**config.mk**
```make
export PLATFORM = sky130hd
export DESIGN_NAME = mult_job_sequencer
export DESIGN_NICKNAME = d
export VERILOG_FILES = /design/src/rtl/mult_job_sequencer.sv
export SDC_FILE = /design/constraint.sdc
export NUM_CORES = 1
export LEC_CHECK = 0
export CAP_MARGIN = 40
export CORE_MARGIN = 2
export CORE_UTILIZATION = 30
export DETAILED_ROUTE_END_ITERATION = 10
export PLACE_DENSITY = 0.6
export SYNTH_ARGS = -nofsm -noshare
export SYNTH_HDL_FRONTEND = slang
export SYNTH_SLANG_ARGS = --single-unit
```
**constraint.sdc**
```tcl
create_clock -name clk -period 5.4 [get_ports clk]
set_input_delay 1.62 -clock clk [delete_from_list [all_inputs] [get_ports clk]]
set_output_delay 1.62 -clock clk [all_outputs]
set_load 0.1 [all_outputs]
```
**src/rtl/mult_job_sequencer.sv**
```systemverilog
// Operand FIFO plus issue FSM feeding mult32x32: one job in flight, start pulse,
// product capture on busy fall, single-entry result slot, stall timeout and job counter.
module mult_job_sequencer #(
  parameter int DEPTH   = 4,
  parameter int TIMEOUT = 15
) (
  input  logic        clk,
  input  logic        reset,
  input  logic        in_valid,
  output logic        in_ready,
  input  logic [31:0] in_a,
  input  logic [31:0] in_b,
  output logic        mul_start,
  output logic [31:0] mul_a,
  output logic [31:0] mul_b,
  input  logic        mul_busy,
  input  logic [63:0] mul_product,
  output logic        out_valid,
  input  logic        out_ready,
  output logic [63:0] out_product,
  output logic        timeout_err,
  output logic [15:0] jobs_done
);

  localparam int AW = (DEPTH > 1) ? $clog2(DEPTH) : 1;
  localparam int CW = $clog2(TIMEOUT + 1);
  localparam logic [AW:0]   FULL_COUNT = DEPTH[AW:0];
  localparam logic [AW:0]   CNT_ONE    = 1;
  localparam logic [AW-1:0] PTR_ONE    = 1;
  localparam logic [CW-1:0] WAIT_ONE   = 1;
  localparam logic [CW-1:0] LAST_WAIT  = CW'(TIMEOUT - 1);

  typedef enum logic [1:0] {IDLE, ISSUE, ARM, RUN} state_t;

  logic [63:0]   fifo_mem [DEPTH];
  logic [AW-1:0] wr_ptr_reg, rd_ptr_reg;
  logic [AW:0]   count_reg;
  state_t        state_reg;
  logic [CW-1:0] wait_cnt_reg;
  logic          push, pop;

  // in_ready depends only on the registered count, so no path from the pop side.
  assign in_ready = (count_reg != FULL_COUNT);
  assign push     = in_valid && in_ready;
  assign pop      = (state_reg == IDLE) && (count_reg != '0) && !out_valid;

  always_ff @(posedge clk) begin
    if (push) fifo_mem[wr_ptr_reg] <= {in_a, in_b};
  end

  always_ff @(posedge clk or negedge reset) begin
    if (!reset) begin
      wr_ptr_reg <= '0;
      rd_ptr_reg <= '0;
      count_reg  <= '0;
    end else begin
      if (push) wr_ptr_reg <= wr_ptr_reg + PTR_ONE;
      if (pop)  rd_ptr_reg <= rd_ptr_reg + PTR_ONE;
      case ({push, pop})
        2'b10:   count_reg <= count_reg + CNT_ONE;
        2'b01:   count_reg <= count_reg - CNT_ONE;
        default: count_reg <= count_reg;
      endcase
    end
  end

  always_ff @(posedge clk or negedge reset) begin
    if (!reset) begin
      state_reg    <= IDLE;
      wait_cnt_reg <= '0;
      mul_start    <= 1'b0;
      mul_a        <= '0;
      mul_b        <= '0;
      out_valid    <= 1'b0;
      out_product  <= '0;
      timeout_err  <= 1'b0;
      jobs_done    <= '0;
    end else begin
      mul_start <= 1'b0;
      if (out_valid && out_ready) begin
        out_valid <= 1'b0;
        jobs_done <= jobs_done + 16'd1;
      end
      case (state_reg)
        IDLE: begin
          if (pop) begin
            {mul_a, mul_b} <= fifo_mem[rd_ptr_reg];
            mul_start      <= 1'b1;
            state_reg      <= ISSUE;
          end
        end
        ISSUE: begin
          wait_cnt_reg <= '0;
          state_reg    <= ARM;
        end
        ARM: begin
          if (mul_busy) begin
            wait_cnt_reg <= '0;
            state_reg    <= RUN;
          end else if (wait_cnt_reg == LAST_WAIT) begin
            wait_cnt_reg <= '0;
            timeout_err  <= 1'b1;
            state_reg    <= IDLE;
          end else begin
            wait_cnt_reg <= wait_cnt_reg + WAIT_ONE;
          end
        end
        RUN: begin
          // Issue is gated on an empty slot, so this capture never collides with a pending result.
          if (!mul_busy) begin
            out_product <= mul_product;
            out_valid   <= 1'b1;
            state_reg   <= IDLE;
          end else if (wait_cnt_reg == LAST_WAIT) begin
            wait_cnt_reg <= '0;
            timeout_err  <= 1'b1;
            state_reg    <= IDLE;
          end else begin
            wait_cnt_reg <= wait_cnt_reg + WAIT_ONE;
          end
        end
        default: state_reg <= IDLE;
      endcase
    end
  end

endmodule

```
==> results of run 1 <==
[cells in the mapped netlist (8+ instances only)]
master    count  area (um2)
dfrtp_1     160        4000
edfxtp_1    256        7690
and3_1        8        50.1
buf_2        10        50.1
mux2_4       38         571
mux2_2       92        1040
nand3_1      11        55.1
mux4_2       64        1440
xnor2_1      15         131
buf_6        11         124
inv_1        10        37.5
nand2_1      11        41.3
ha_1          8         100
[critical path: stages (launching register included)]
cell and delay (ns):
dfrtp_1 0.43, inv_1 0.11, nand3_1 0.22, clkdlybuf4s50_1 0.61, buf_16 0.19
[per-layer routing]
metal  vias to the layer above  share of wire
met3                        62          0.064
met2                       293           0.50
met1                      4406           0.41
met5                         -        0.00070
met4                         4          0.023
li1                       3889              -
[cells by family after synthesis]
| family | synth area share |
|---|---|
| flip-flops | 0.744 |
| adder cells (fa/ha/maj) | 0.00765 |
| AO/OA/AOI/OAI | 0.00868 |
| XOR/XNOR | 0.0123 |
| AND/OR/NAND/NOR | 0.0170 |
| multiplexers | 0.194 |
| buffers and inverters | 0.0163 |
[metrics by stage]
stage | hold slack [ns] | cell area, um2
2_1_floorplan | 0.503 | 15700
3_3_place_gp | 0.462 | 19300
3_5_place_dp | 0.464 | 22200
4_1_cts | 0.474 | 23800
5_1_grt | 0.486 | 23800
6_report | 0.469 | 23800
[cell type report]
class                   count  share of cell area
clock inverters            27              0.0136
multi-input cells         296               0.160
repair buffers            447               0.244
clock buffers              59              0.0530
diodes                      2            0.000211
well taps                 680              0.0358
inverters                  11             0.00174
flip-flops and latches    416               0.492
[worst paths after layout]
path / end / slack, ns / cells after the start
max in group asynchronous: out_product[59]$_DFFE_PN0P_ / 3.37 / 2
worst max-delay path: in_ready / 1.64 / 4
worst min-delay path: timeout_err$_DFFE_PN0P_ / 0.47 / 1
worst min register to register: timeout_err$_DFFE_PN0P_ / 0.47 / 1
worst max register to register: mul_b[28]$_DFFE_PN0P_ / 3.01 / 4
min in group asynchronous: out_product[4]$_DFFE_PN0P_ / 1.09 / 1
==> impl_metrics.csv, run 1 <==
group,metric,value,unit
outcome,status,"finished clean",
grt,antenna_found_initial,4,
final_layout,final_util,0.461,
floorplan,start_util,0.305,
route,routedWlPerCell,18.4,um
synthesis,ys_warn_count,0,
synthesis,synth-main-ff-cell,"edfxtp_1",
grt,grt_pass1_vias,9346,
synthesis,syn-cell-area,15700,um2
grt,grt_busiest_layer,"met2",
synthesis,synth-edff-count,256,
timing,finalCritPeriodShare,0.697,
placed_design,pre_cts_ws,1.90,ns
setup_path,endpoint_kind,"output port",
floorplan,rows,83,
timing,grt_setup_unrepaired,"no",
min_path,hp-start,"timeout_err$_DFFE_PN0P_",
grt,grt_start_max_net_pins,91,
route,dr.pass1.iters,4,
clock_network,clk_pin_slew,0.06,ns
final_layout,multi_input_area,3790,um2
setup_path,rr_startpoint,"rd_ptr_reg[0]$_DFFE_PN0P_",
clock_network,cts_tree,"done",
route,drc,0,
final_layout,area_growth,51.3,%
min_path,hold_class,"register to register",
route,drtIter0Drc,462,
placed_design,hpwl,24.2,mm
setup_path,cp_max_fo,6,
synthesis,synth_seq_cells,416,
clock_network,numCtsBuffers,46,
floorplan,die_y,233,um
placed_design,gp_congestion,0.750,
timing,tightestPinTransition,0.795,ns
timing,setup_tns,0,ns
job,maxCapViolCount,0,
grt,grt_pass1_wl,54.3,mm
grt,globalRouteMet2Util,0.225,
clock_network,clkLatencyLatePin,0.59,ns
synthesis,synth_cell_types,33,
timing,drv_slew,0,
final_layout,largest_register_ffs,256,
timing,fin_crit,3.76,ns
final_layout,mostFrequentLayoutCell,"clkdlybuf4s50_1",
clock_network,cts-root-buf,"clkbuf_16",
clock_network,clkSinkCount,416,
synthesis,synth_cells,753,
timing,fin_ws,1.64,ns
route,ant_nets,0,
grt,gr-usage-all-layers,0.131,
timing,relSlewSlack,0.470,
route,num_vias,8654,
final_layout,top_regs,"fifo_mem (256), out_product (64)",
clock_network,post-cts-setup-buffers,0,
final_layout,top_register,"fifo_mem",
setup_path,startpoint_type,"register",
clock_network,cts_hold_buf,0,
timing,hold_viol,0,
timing,setup_viol,0,
clock_network,cts_resized,0,
synthesis,syn_avg_cell_area,20.9,um2
floorplan,core_area,51500,um2
floorplan,pin_count,281,
synthesis,synthArstFlopShare,0.385,
route,finalWirelength,35.6,mm
final_layout,final_cells,1938,
final_layout,final_cell_mix,"279 x clkdlybuf4s50_1, 256 x edfxtp_1, 158 x dfrtp_1",
clock_network,htree_num_levels,2,
final_layout,fillers,4341,
placed_design,portBuffers,280,
clock_network,cts_max_path_buffers,3,
setup_path,path_class,"register to output port",
floorplan,die_area,54200,um2
floorplan,die_w,233,um
synthesis,syn-num-nets,895,
setup_path,required,3.78,ns
final_layout,drive_above_1_share,0.357,
timing,max_freq,266,MHz
final_layout,regArea,11700,um2
route,vias_per_cell,4.47,
grt,grt_use_met1,0.161,
timing,worst_clock_skew,0.0157,ns
placed_design,place_inst,1850,
final_layout,final_nets,1360,
grt,grtUsageMet3,0.0335,
setup_path,worstSetupStartpoint,"count_reg[0]$_DFFE_PN0P_",
setup_path,cp.arrival,2.14,ns
grt,overflow,0,
synthesis,synth-seq-area-share,0.744,
Power of run 1 is left out: the tool's default activity adds up to more than one toggle a clock period on the data nets, which glitch-free logic cannot reach.
==> run 2: changes to the inputs <==
--- a/config.mk
+++ b/config.mk
@@ -9,7 +9,7 @@
 export CORE_MARGIN = 2
 export CORE_UTILIZATION = 30
 export DETAILED_ROUTE_END_ITERATION = 10
-export PLACE_DENSITY = 0.6
+export PLACE_DENSITY = 0.62
 export SYNTH_ARGS = -nofsm -noshare
 export SYNTH_HDL_FRONTEND = slang
 export SYNTH_SLANG_ARGS = --single-unit
==> constraint.sdc (replaced) <==
create_clock -name clk -period 3.1 [get_ports clk]
set_input_delay 0.93 -clock clk [delete_from_list [all_inputs] [get_ports clk]]
set_output_delay 0.93 -clock clk [all_outputs]
set_load 0.1 [all_outputs]
==> run 2 against run 1 <==
Net effect: global-route usage is 0.44 points lower; clock skew rose by 0.0048 ns; hold slack worse by 0.090 ns; first-iteration DRC count fell by 29%; sequential share of layout area increased by 7.1 points; critical path type unchanged; die area stayed put; cell count shrank 7.4%; cell area down 13%; clock-buffer cell count up 2; critical path depth down 1; register-to-register slack got worse by 2.1 ns.
==> impl_metrics.csv, run 2 (same netlist as run 1, synthesis figures left out) <==
group,metric,value,unit
final_layout,mostFrequentLayoutCell,"edfxtp_1",
timing,finalCritPeriodShare,0.850,
route,drc,0,
timing,max_freq,380,MHz
grt,grt_start_max_net_pins,68,
grt,grt_busiest_layer,"met2",
min_path,hold_class,"input port to async pin",
timing,grt_setup_unrepaired,"no",
placed_design,portBuffers,280,
floorplan,die_w,233,um
clock_network,cts_tree,"done",
placed_design,gp_congestion,0.747,
final_layout,area_growth,32.3,%
grt,grtUsageMet3,0.0338,
clock_network,clkLatencyLatePin,0.58,ns
route,finalWirelength,34.8,mm
route,routedWlPerCell,19.4,um
floorplan,core_area,51500,um2
clock_network,numCtsBuffers,46,
route,dr.pass1.iters,4,
clock_network,htree_num_levels,2,
setup_path,required,2.17,ns
floorplan,start_util,0.305,
final_layout,top_register,"fifo_mem",
setup_path,cp.arrival,1.70,ns
floorplan,die_area,54200,um2
route,num_vias,8086,
floorplan,pin_count,281,
grt,globalRouteMet2Util,0.211,
final_layout,largest_register_ffs,256,
setup_path,path_class,"register to output port",
setup_path,endpoint_kind,"output port",
timing,tightestPinTransition,0.665,ns
setup_path,startpoint_type,"register",
timing,hold_viol,0,
setup_path,cp_max_fo,6,
grt,grt_pass1_wl,52.0,mm
clock_network,clk_pin_slew,0.06,ns
clock_network,cts_hold_buf,0,
final_layout,drive_above_1_share,0.405,
timing,worst_clock_skew,0.0205,ns
route,vias_per_cell,4.51,
floorplan,rows,83,
timing,fin_crit,2.63,ns
clock_network,post-cts-setup-buffers,0,
grt,grt_use_met1,0.159,
setup_path,cp_slowest_cell,"dfrtp_1",
timing,setup_tns,0,ns
job,maxCapViolCount,0,
clock_network,cts_resized,0,
clock_network,cts-root-buf,"clkbuf_16",
final_layout,final_cell_mix,"256 x edfxtp_1, 158 x dfrtp_1, 154 x buf_4",
route,ant_nets,0,
setup_path,worstPathCellList,"inv_1 > nand3_1 > buf_4",
floorplan,die_y,233,um
final_layout,final_nets,1217,
grt,antenna_found_initial,4,
final_layout,top_regs,"fifo_mem (256), out_product (64)",
grt,grt_pass1_vias,8558,
grt,overflow,0,
route,drtIter0Drc,329,
grt,gr-usage-all-layers,0.127,
timing,relSlewSlack,0.556,
setup_path,slowest_delay,0.42,ns
placed_design,hpwl,22.5,mm
timing,drv_slew,0,
timing,setup_viol,0,
outcome,status,"finished clean",
clock_network,cts_max_path_buffers,3,
clock_network,clkSinkCount,416,
[run 2: changes by cell type in the layout (fill, tap and decap cells not counted), sizes merged]
cell           previous run  this run
clkdlybuf4s50           279       131
clkbuf                   60        62
bufinv                    5         4
inv                      12        14
diode                     2         1
buf                     167       172
clkinvlp                  1         3
clkinv                   20        15
[run 2: worst paths after layout]
path	from	end	slack, ns	cells after the start
max reg2reg	count_reg[0]$_DFFE_PN0P_	count_reg[2]$_DFFE_PN0P_	0.90	10
max	count_reg[0]$_DFFE_PN0P_	in_ready	0.47	3
min in group clk	jobs_done[15]$_DFFE_PN0P_	jobs_done[15]$_DFFE_PN0P_	0.48	1
max in group asynchronous	reset	mul_b[14]$_DFFE_PN0P_	2.03	2
min reg2reg	jobs_done[15]$_DFFE_PN0P_	jobs_done[15]$_DFFE_PN0P_	0.48	1
min	reset	out_product[30]$_DFFE_PN0P_	0.38	1
[run 2: area by class of cell]
type / count / area, um2
Fill cell: 4681 / 30700
Timing Repair Buffer: 304 / 2840
Sequential cell: 416 / 11700
Clock inverter: 25 / 288
Multi-Input combinational cell: 296 / 3790
Antenna cell: 1 / 2.50
Clock buffer: 61 / 1270
Tap cell: 680 / 851
Inverter: 11 / 41.3
[run 2: per-layer routing]
layer / part of all wire / vias to the layer above
met5: 0.0013 / -
met4: 0.023 / 6
met3: 0.074 / 61
met2: 0.48 / 266
met1: 0.42 / 4150
li1: - / 3603
[run 2: stage by stage]
stage,worst slack [ns],instances,area (um2),hold slack [ns],utilization
2_1_floorplan,0.160,753,15700,0.503,-
3_3_place_gp,0.278,1707,19200,0.460,0.373
3_5_place_dp,0.282,1707,19200,0.476,0.373
4_1_cts,0.392,1793,20800,0.377,0.403
5_1_grt,0.287,1794,20800,0.411,0.403
6_report,0.465,1794,20800,0.379,0.403
[run 2: critical path: cells and delay by family, from the launching register on]
family | cells | cell delay (ns)
buf+inv | 2 | 0.47
flops | 1 | 0.42
simple gates | 1 | 0.23
Power of run 2 is left out for the same reason.
